--- config.mk ---
export PLATFORM = sky130hd
export DESIGN_NAME = aurora_link_supervisor
export DESIGN_NICKNAME = d
export VERILOG_FILES = /design/src/rtl/aurora_link_supervisor.sv
export SDC_FILE = /design/constraint.sdc
export NUM_CORES = 1
export LEC_CHECK = 0
export CAP_MARGIN = 5
export CORE_ASPECT_RATIO = 1.2
export CORE_MARGIN = 2
export CORE_UTILIZATION = 37
export CTS_CLUSTER_SIZE = 14
export DETAILED_ROUTE_END_ITERATION = 10
export SLEW_MARGIN = 20
export SYNTH_ARGS = -nofsm -noshare
export SYNTH_HDL_FRONTEND = slang
export SYNTH_SLANG_ARGS = --single-unit
--- constraint.sdc ---
create_clock -name clk -period 3.35 [get_ports clk]
set_clock_uncertainty 0.1 [all_clocks]
set_input_delay 0.67 -clock clk [delete_from_list [all_inputs] [get_ports clk]]
set_output_delay 0.67 -clock clk [all_outputs]
set_load 0.01 [all_outputs]
--- src/rtl/aurora_link_supervisor.sv ---
// Closed-loop Aurora reset sequencer: drives PMA init / reset_pb, qualifies link-up,
// and retrains on loss or timeout, escalating from reset_pb-only retries to full PMA init.

module aurora_link_supervisor #(
    parameter int unsigned PmaInitCycles     = 75_000_000,
    parameter int unsigned ResetPbCycles     = 25_000_000,
    parameter int unsigned LinkTimeoutCycles = 100_000_000,
    parameter int unsigned StableCycles      = 50_000_000,
    parameter int unsigned MaxSoftRetries    = 3,
    parameter int unsigned CntWidth          = 32
) (
    input  logic       clk,
    input  logic       rst_n,
    input  logic       aurora_gt_pll_lock,
    input  logic       aurora_channel_up,
    input  logic       aurora_lane_up,
    input  logic       relink_req,
    output logic       aurora_pma_init,
    output logic       aurora_reset_pb,
    output logic       peri_reset,
    output logic       link_ok,
    output logic [7:0] retry_count,
    output logic [2:0] link_state
);

    typedef enum logic [2:0] {
        PMA_INIT = 3'd0,
        PB_HOLD  = 3'd1,
        WAIT_UP  = 3'd2,
        QUALIFY  = 3'd3,
        LINK_UP  = 3'd4
    } state_t;

    // Terminal timer values: a state lasting N cycles exits when the timer shows N-1.
    localparam logic [CntWidth-1:0] PmaLast     = CntWidth'(PmaInitCycles - 1);
    localparam logic [CntWidth-1:0] PbLast      = CntWidth'(ResetPbCycles - 1);
    localparam logic [CntWidth-1:0] TimeoutLast = CntWidth'(LinkTimeoutCycles - 1);
    localparam logic [CntWidth-1:0] StableLast  = CntWidth'(StableCycles - 1);
    localparam logic [7:0]          SoftMax     = 8'(MaxSoftRetries);

    logic [2:0] sync1_q;
    logic [2:0] sync2_q;
    logic       stable_s;

    state_t              state_q;
    state_t              state_d;
    logic [CntWidth-1:0] timer_q;
    logic [7:0]          soft_q;
    logic                do_retry;
    logic                retry_evt;
    logic                soft_inc;
    logic                soft_clr;
    logic                timer_clr;

    always_ff @(posedge clk or negedge rst_n) begin
        if (!rst_n) begin
            sync1_q <= 3'b000;
            sync2_q <= 3'b000;
        end else begin
            sync1_q <= {aurora_gt_pll_lock, aurora_channel_up, aurora_lane_up};
            sync2_q <= sync1_q;
        end
    end

    assign stable_s = &sync2_q;

    always_comb begin
        state_d   = state_q;
        do_retry  = 1'b0;
        retry_evt = 1'b0;
        soft_inc  = 1'b0;
        soft_clr  = 1'b0;
        if (relink_req) begin
            state_d   = PMA_INIT;
            retry_evt = 1'b1;
        end else begin
            case (state_q)
                PMA_INIT: begin
                    if (timer_q == PmaLast) begin
                        state_d  = PB_HOLD;
                        soft_clr = 1'b1;
                    end
                end
                PB_HOLD: begin
                    if (timer_q == PbLast) state_d = WAIT_UP;
                end
                WAIT_UP: begin
                    // Stable beats a coincident timeout.
                    if (stable_s) state_d = QUALIFY;
                    else if (timer_q == TimeoutLast) do_retry = 1'b1;
                end
                QUALIFY: begin
                    // A drop beats a coincident qualify expiry.
                    if (!stable_s) begin
                        state_d = WAIT_UP;
                    end else if (timer_q == StableLast) begin
                        state_d  = LINK_UP;
                        soft_clr = 1'b1;
                    end
                end
                LINK_UP: begin
                    if (!stable_s) do_retry = 1'b1;
                end
                default: state_d = PMA_INIT;
            endcase
            if (do_retry) begin
                retry_evt = 1'b1;
                if (soft_q < SoftMax) begin
                    soft_inc = 1'b1;
                    state_d  = PB_HOLD;
                end else begin
                    state_d = PMA_INIT;
                end
            end
        end
    end

    // relink_req inside PMA_INIT keeps the state but must still restart the timer.
    assign timer_clr = (state_d != state_q) || relink_req;

    always_ff @(posedge clk or negedge rst_n) begin
        if (!rst_n) begin
            state_q         <= PMA_INIT;
            timer_q         <= '0;
            soft_q          <= 8'd0;
            retry_count     <= 8'd0;
            aurora_pma_init <= 1'b1;
            aurora_reset_pb <= 1'b1;
            peri_reset      <= 1'b1;
            link_ok         <= 1'b0;
        end else begin
            state_q <= state_d;
            if (timer_clr) timer_q <= '0;
            else if (timer_q != '1) timer_q <= timer_q + 1'b1;
            if (soft_clr) soft_q <= 8'd0;
            else if (soft_inc) soft_q <= soft_q + 8'd1;
            if (retry_evt && retry_count != 8'hFF) retry_count <= retry_count + 8'd1;
            aurora_pma_init <= (state_d == PMA_INIT);
            aurora_reset_pb <= (state_d == PMA_INIT) || (state_d == PB_HOLD);
            peri_reset      <= (state_d != LINK_UP);
            link_ok         <= (state_d == LINK_UP);
        end
    end

    assign link_state = state_q;

endmodule
* After elaboration in Yosys (flattened, before gate mapping)
Index checks and enable logic that the tools add are counted.
** Word-level totals
- Bits in registers :: 61
- Output and inout port bits :: 15
** Cells by class
- Add/sub/neg operators :: 3
- Magnitude comparators :: 1
- Eq/ne operators :: 14
- Muxes and demuxes :: 28
- Reduce and logical (&&, ||, !) cells :: 8
** Operators by type and width (number)
- 32-bit by 27-bit == test with 1-bit output (second input constant) :: 2
- 32-bit 2-to-1 mux :: 2
- 32-bit by 1-bit adder with 32-bit output (second input constant) :: 1
- 32-bit by 25-bit == test with 1-bit output (second input constant) :: 1
- 32-bit by 26-bit == test with 1-bit output (second input constant) :: 1
- 32-bit != test (second input constant) :: 1
- 3-bit 2-to-1 mux :: 7
- 8-bit by 1-bit adder with 8-bit output (second input constant) :: 2
- 8-bit 2-to-1 mux :: 2
- 3-bit one-hot mux with 5 select lines :: 1
- 1-bit 2-to-1 mux :: 14
- 8-bit by 2-bit < comparator with 1-bit output (second input constant) :: 1
- 8-bit != test (second input constant) :: 1
- 3-bit by 1-bit == test with 1-bit output (second input constant) :: 2
- 3-bit by 2-bit == test with 1-bit output (second input constant) :: 2
- 3-bit == test (second input constant) :: 2
- 3-bit zero test :: 2
- 1-bit one-hot mux with 2 select lines :: 2
- 2-bit nonzero test :: 2
- 3-bit != test :: 1
- 3-bit != test (second input constant) :: 1
- 3-bit AND reduction :: 1
- 1-bit logical OR :: 2
- 1-bit logical AND :: 1

* Depth between registers and ports, before layout
- Depth in word-level cells :: 10
- Mapped depth :: 10

* Worst setup path after synthesis
OpenSTA, ideal clock, no wires.
- Path kind :: reg-to-reg
- Start point :: register timer_q[0]
- End point :: register timer_q[17]
- Setup time :: 0.083 ns
- Data arrival time :: 2.290 ns
- Setup slack :: 0.877 ns
- Cell stages (with the launch flop) :: 10
- Path buffers :: 1
- Path through :: dfrtp_1 -> ha_1 -> nand2_1 -> nor3_1 -> and4_1 -> a31oi_1 -> nor3b_1 -> nor3_2 -> buf_6 -> nor3_2
** On the way
- Longest elaborated chain between the ends :: 10
- Elaborated cells between the ends (all ways) :: 22
- Classes of those cells :: add/sub: 1; eq/ne: 6; mux: 13; reduce/logical: 2
** RTL lines
- from (decl) :: RTL line 47 : logic [CntWidth-1:0] timer_q;
- from (signal assigned) :: RTL line 134 : else if (timer_q != '1) timer_q <= timer_q + 1'b1;
- 32-bit by 27-bit == test with 1-bit output :: RTL line 90 : else if (timer_q == TimeoutLast) do_retry = 1'b1;
- 1-bit 2-to-1 mux :: RTL line 90
- 1-bit 2-to-1 mux :: RTL line 89 : if (stable_s) state_d = QUALIFY;
- 1-bit one-hot mux with 2 select lines :: RTL line 77 : case (state_q)
- 1-bit 2-to-1 mux :: RTL line 73 : if (relink_req) begin
- 3-bit 2-to-1 mux :: RTL line 106 : if (do_retry) begin
- 3-bit 2-to-1 mux :: RTL line 73
- 3-bit != test :: RTL line 119 : assign timer_clr = (state_d != state_q) || relink_req;
- 1-bit logical OR :: RTL line 119
- 32-bit 2-to-1 mux / 2-bit nonzero test (equally long branches)
Parallel ways exist; a longest one is shown, timed or not. The select of a mux whose other input is x is not followed.
A chain may end at the register's enable or synchronous reset.

* Final worst setup path
- Start point :: register timer_q[0]
- End point :: register timer_q[29]
Same word-level chain as after synthesis.

==> run metrics <==
status finished, final reports clean; Final Hold Viols 0; max cap viols 0; fin. max-slew vios 0; Root Driver clkbuf_8; remaining routing DRC violations 0; initial antenna violation count 0; Max VDD drop 0.277 mV; first-pass GRT wire length 11800 um; f_max 355 MHz; Synth Area per Inst 10.0 um^2; routability cong. 0.855; hold_ws 0.247 ns; synth unique cells 46; dpl cell area 3460 um^2; share of post-route cells with drive strength above 1 0.133; ant diodes 0; drt pass-1 iters 4; RSZ-0062 raised after global routing false; Fin Setup TNS 0 ns; leading area contributor after synthesis dfrtp_1; final worst-path cycle share 0.841; Slew HR 0.555; FP Rows 36; die height 105 um; Post-CTS Setup Bufs 0; CTS tree built; Arrival @ worst endpoint 2.93 ns; Vias/cell 5.12; Synth area leaders dfrtp_1 (46%), xnor2_1 (6.4%), nor2_1 (4.6%); Crit Reg-Reg Startpoint timer_q[0]; final core occ 0.444; Routed Antenna Nets 0; Clk Latency, worst-skew pair 0.34 ns; Initial Utilization 0.384; CP Data Required Time 3.47 ns; Critical Path End timer_q[29]; flop-to-flop setup slack 0.53 ns; Design Power 0.00164 W; kind of critical path reg -> reg; Hold Crit Class in -> async; Crit Path Max Fanout 9; GR Overflow Total 0; top cell type's share of synthesized area 0.461; Detailed Route WL 6780 um; most frequent cells in the layout dfrtp_1 (58), nor2_1 (39), nand2_1 (27); via count 2360; setup violators final 0; Worst-Margin Slew 0.664 ns; Layout Nets 351; initial drt markers 114; largest net degree at the start of global routing 27; IO Pins 21; pwr dens 450 nW/um^2; most common cell after layout, fill and taps aside dfrtp_1; cells on worst reg2reg path 8; clk buf depth 2; Die W 88.2 um; fin area 3640 um^2; P&R area growth vs syn 15.5%; clock-pin slew on the worst setup and hold paths 0.08 ns; post-synthesis cell area 3150 um^2; core area 8200 um^2; number of global-route vias before repair 2432; die area 9270 um^2; CP endpoint kind flip-flop; post-synthesis register bit count 61; Tmin final 2.82 ns; Lkg Pwr 1.48 nW; R2R Path End timer_q[29]; DR WL/cell 14.7 um; Post-Synthesis Cells 315; fillers 821; CP startpoint timer_q[0]; post-synthesis sequential area ratio 0.486; H-tree Lvls 3; Num CTS Buffers 9; synth warn 0; Post-Syn Nets 324; Post-CTS Hold Fix Bufs 0; clock sinks 61; Setup crit start kind flip-flop; Resize count post-CTS 0; overall routing resource usage 0.165; port bufs 20; post-DP HPWL 4860 um
==> metal layers <==
| layer | vias up | wire length [um] | track usage |
|---|---|---|---|
| met5 | - | 0 | 0 |
| met4 | 0 | 108 | 0.0725 |
| met3 | 8 | 151 | 0.0379 |
| met2 | 35 | 3320 | 0.258 |
| met1 | 1152 | 3200 | 0.215 |
| li1 | 1165 | - | - |
==> logic make-up after synthesis <==
| group | synth area share |
|---|---|
| buffers and inverters | 0.0290 |
| adders and majority gates | 0.0119 |
| AOI/OAI and AO/OA | 0.0600 |
| xor gates and xnor gates | 0.100 |
| and+or+nand+nor | 0.303 |
| DFF | 0.486 |
| muxes | 0.00993 |
==> synth_stat cells, drive strengths merged <==
master / number
a211oi: 5
a21o: 3
a21oi: 3
a311o: 1
a31oi: 4
and2: 5
and3: 8
and3b: 1
and4: 3
buf: 6
clkbuf: 4
dfrtp: 58
dfstp: 3
ha: 3
inv: 6
mux2: 1
mux2i: 2
nand2: 27
nand2b: 2
nand3: 20
nand4: 13
nand4b: 1
nor2: 39
nor2b: 10
nor3: 22
nor3b: 2
nor4: 13
nor4b: 2
o21a: 1
o21ai: 3
o21bai: 1
o22ai: 1
o311ai: 1
or2: 2
or3: 1
or3b: 1
or4b: 1
xnor2: 23
xor2: 13
==> where the power goes <==
| part | switching [W] | total, W | internal [W] |
|---|---|---|---|
| combinational | 0.0000963 | 0.000220 | 0.000124 |
| clock | 0.000312 | 0.000583 | 0.000270 |
| sequential | 0.0000505 | 0.000835 | 0.000784 |
==> registers in the layout, indices dropped and copies added, names as in the netlist <==
name,flops
sync1_q,3
link_ok,1
peri_reset,1
link_state,3
timer_q,32
aurora_reset_pb,1
sync2_q,3
soft_q,8
aurora_pma_init,1
retry_count,8
==> critical path, stage by stage (launching register included) <==
cell     delay, ns
dfrtp_1       0.41
ha_1          0.28
nand3_1       0.11
nor4_1        0.08
a31oi_1       0.55
nand4_1       0.52
nor3_1        0.39
xnor2_1       0.20
nor3_2        0.06
==> cell type report <==
class	count	area (um^2)	area share
Clock inverter	7	51.3	0.0141
Timing Repair Buffer	26	240	0.0660
Sequential cell	61	1530	0.420
Multi-Input combinational cell	238	1530	0.420
Clock buffer	9	124	0.0340
Tap cell	114	143	0.0392
Inverter	6	22.5	0.00619
==> worst min path at each step <==
stage / cells after the start / start / to
final: 1 / rst_n / soft_q[7]
after global routing: 0 / sync1_q[1] / sync2_q[1]
after CTS: 1 / rst_n / timer_q[4]
after detailed placement: 0 / sync1_q[1] / sync2_q[1]
after global placement: 0 / sync1_q[1] / sync2_q[1]
after floorplan: 0 / sync1_q[0] / sync2_q[0]
==> per-stage QoR <==
step | worst slack [ns] | instances
finish | 0.534 | 461
global route | 0.228 | 461
CTS | 0.520 | 461
detailed placement | 0.419 | 445
global placement | 0.448 | 445
floorplan | 0.877 | 315
Note: power is estimated with default switching activity, not from simulation.
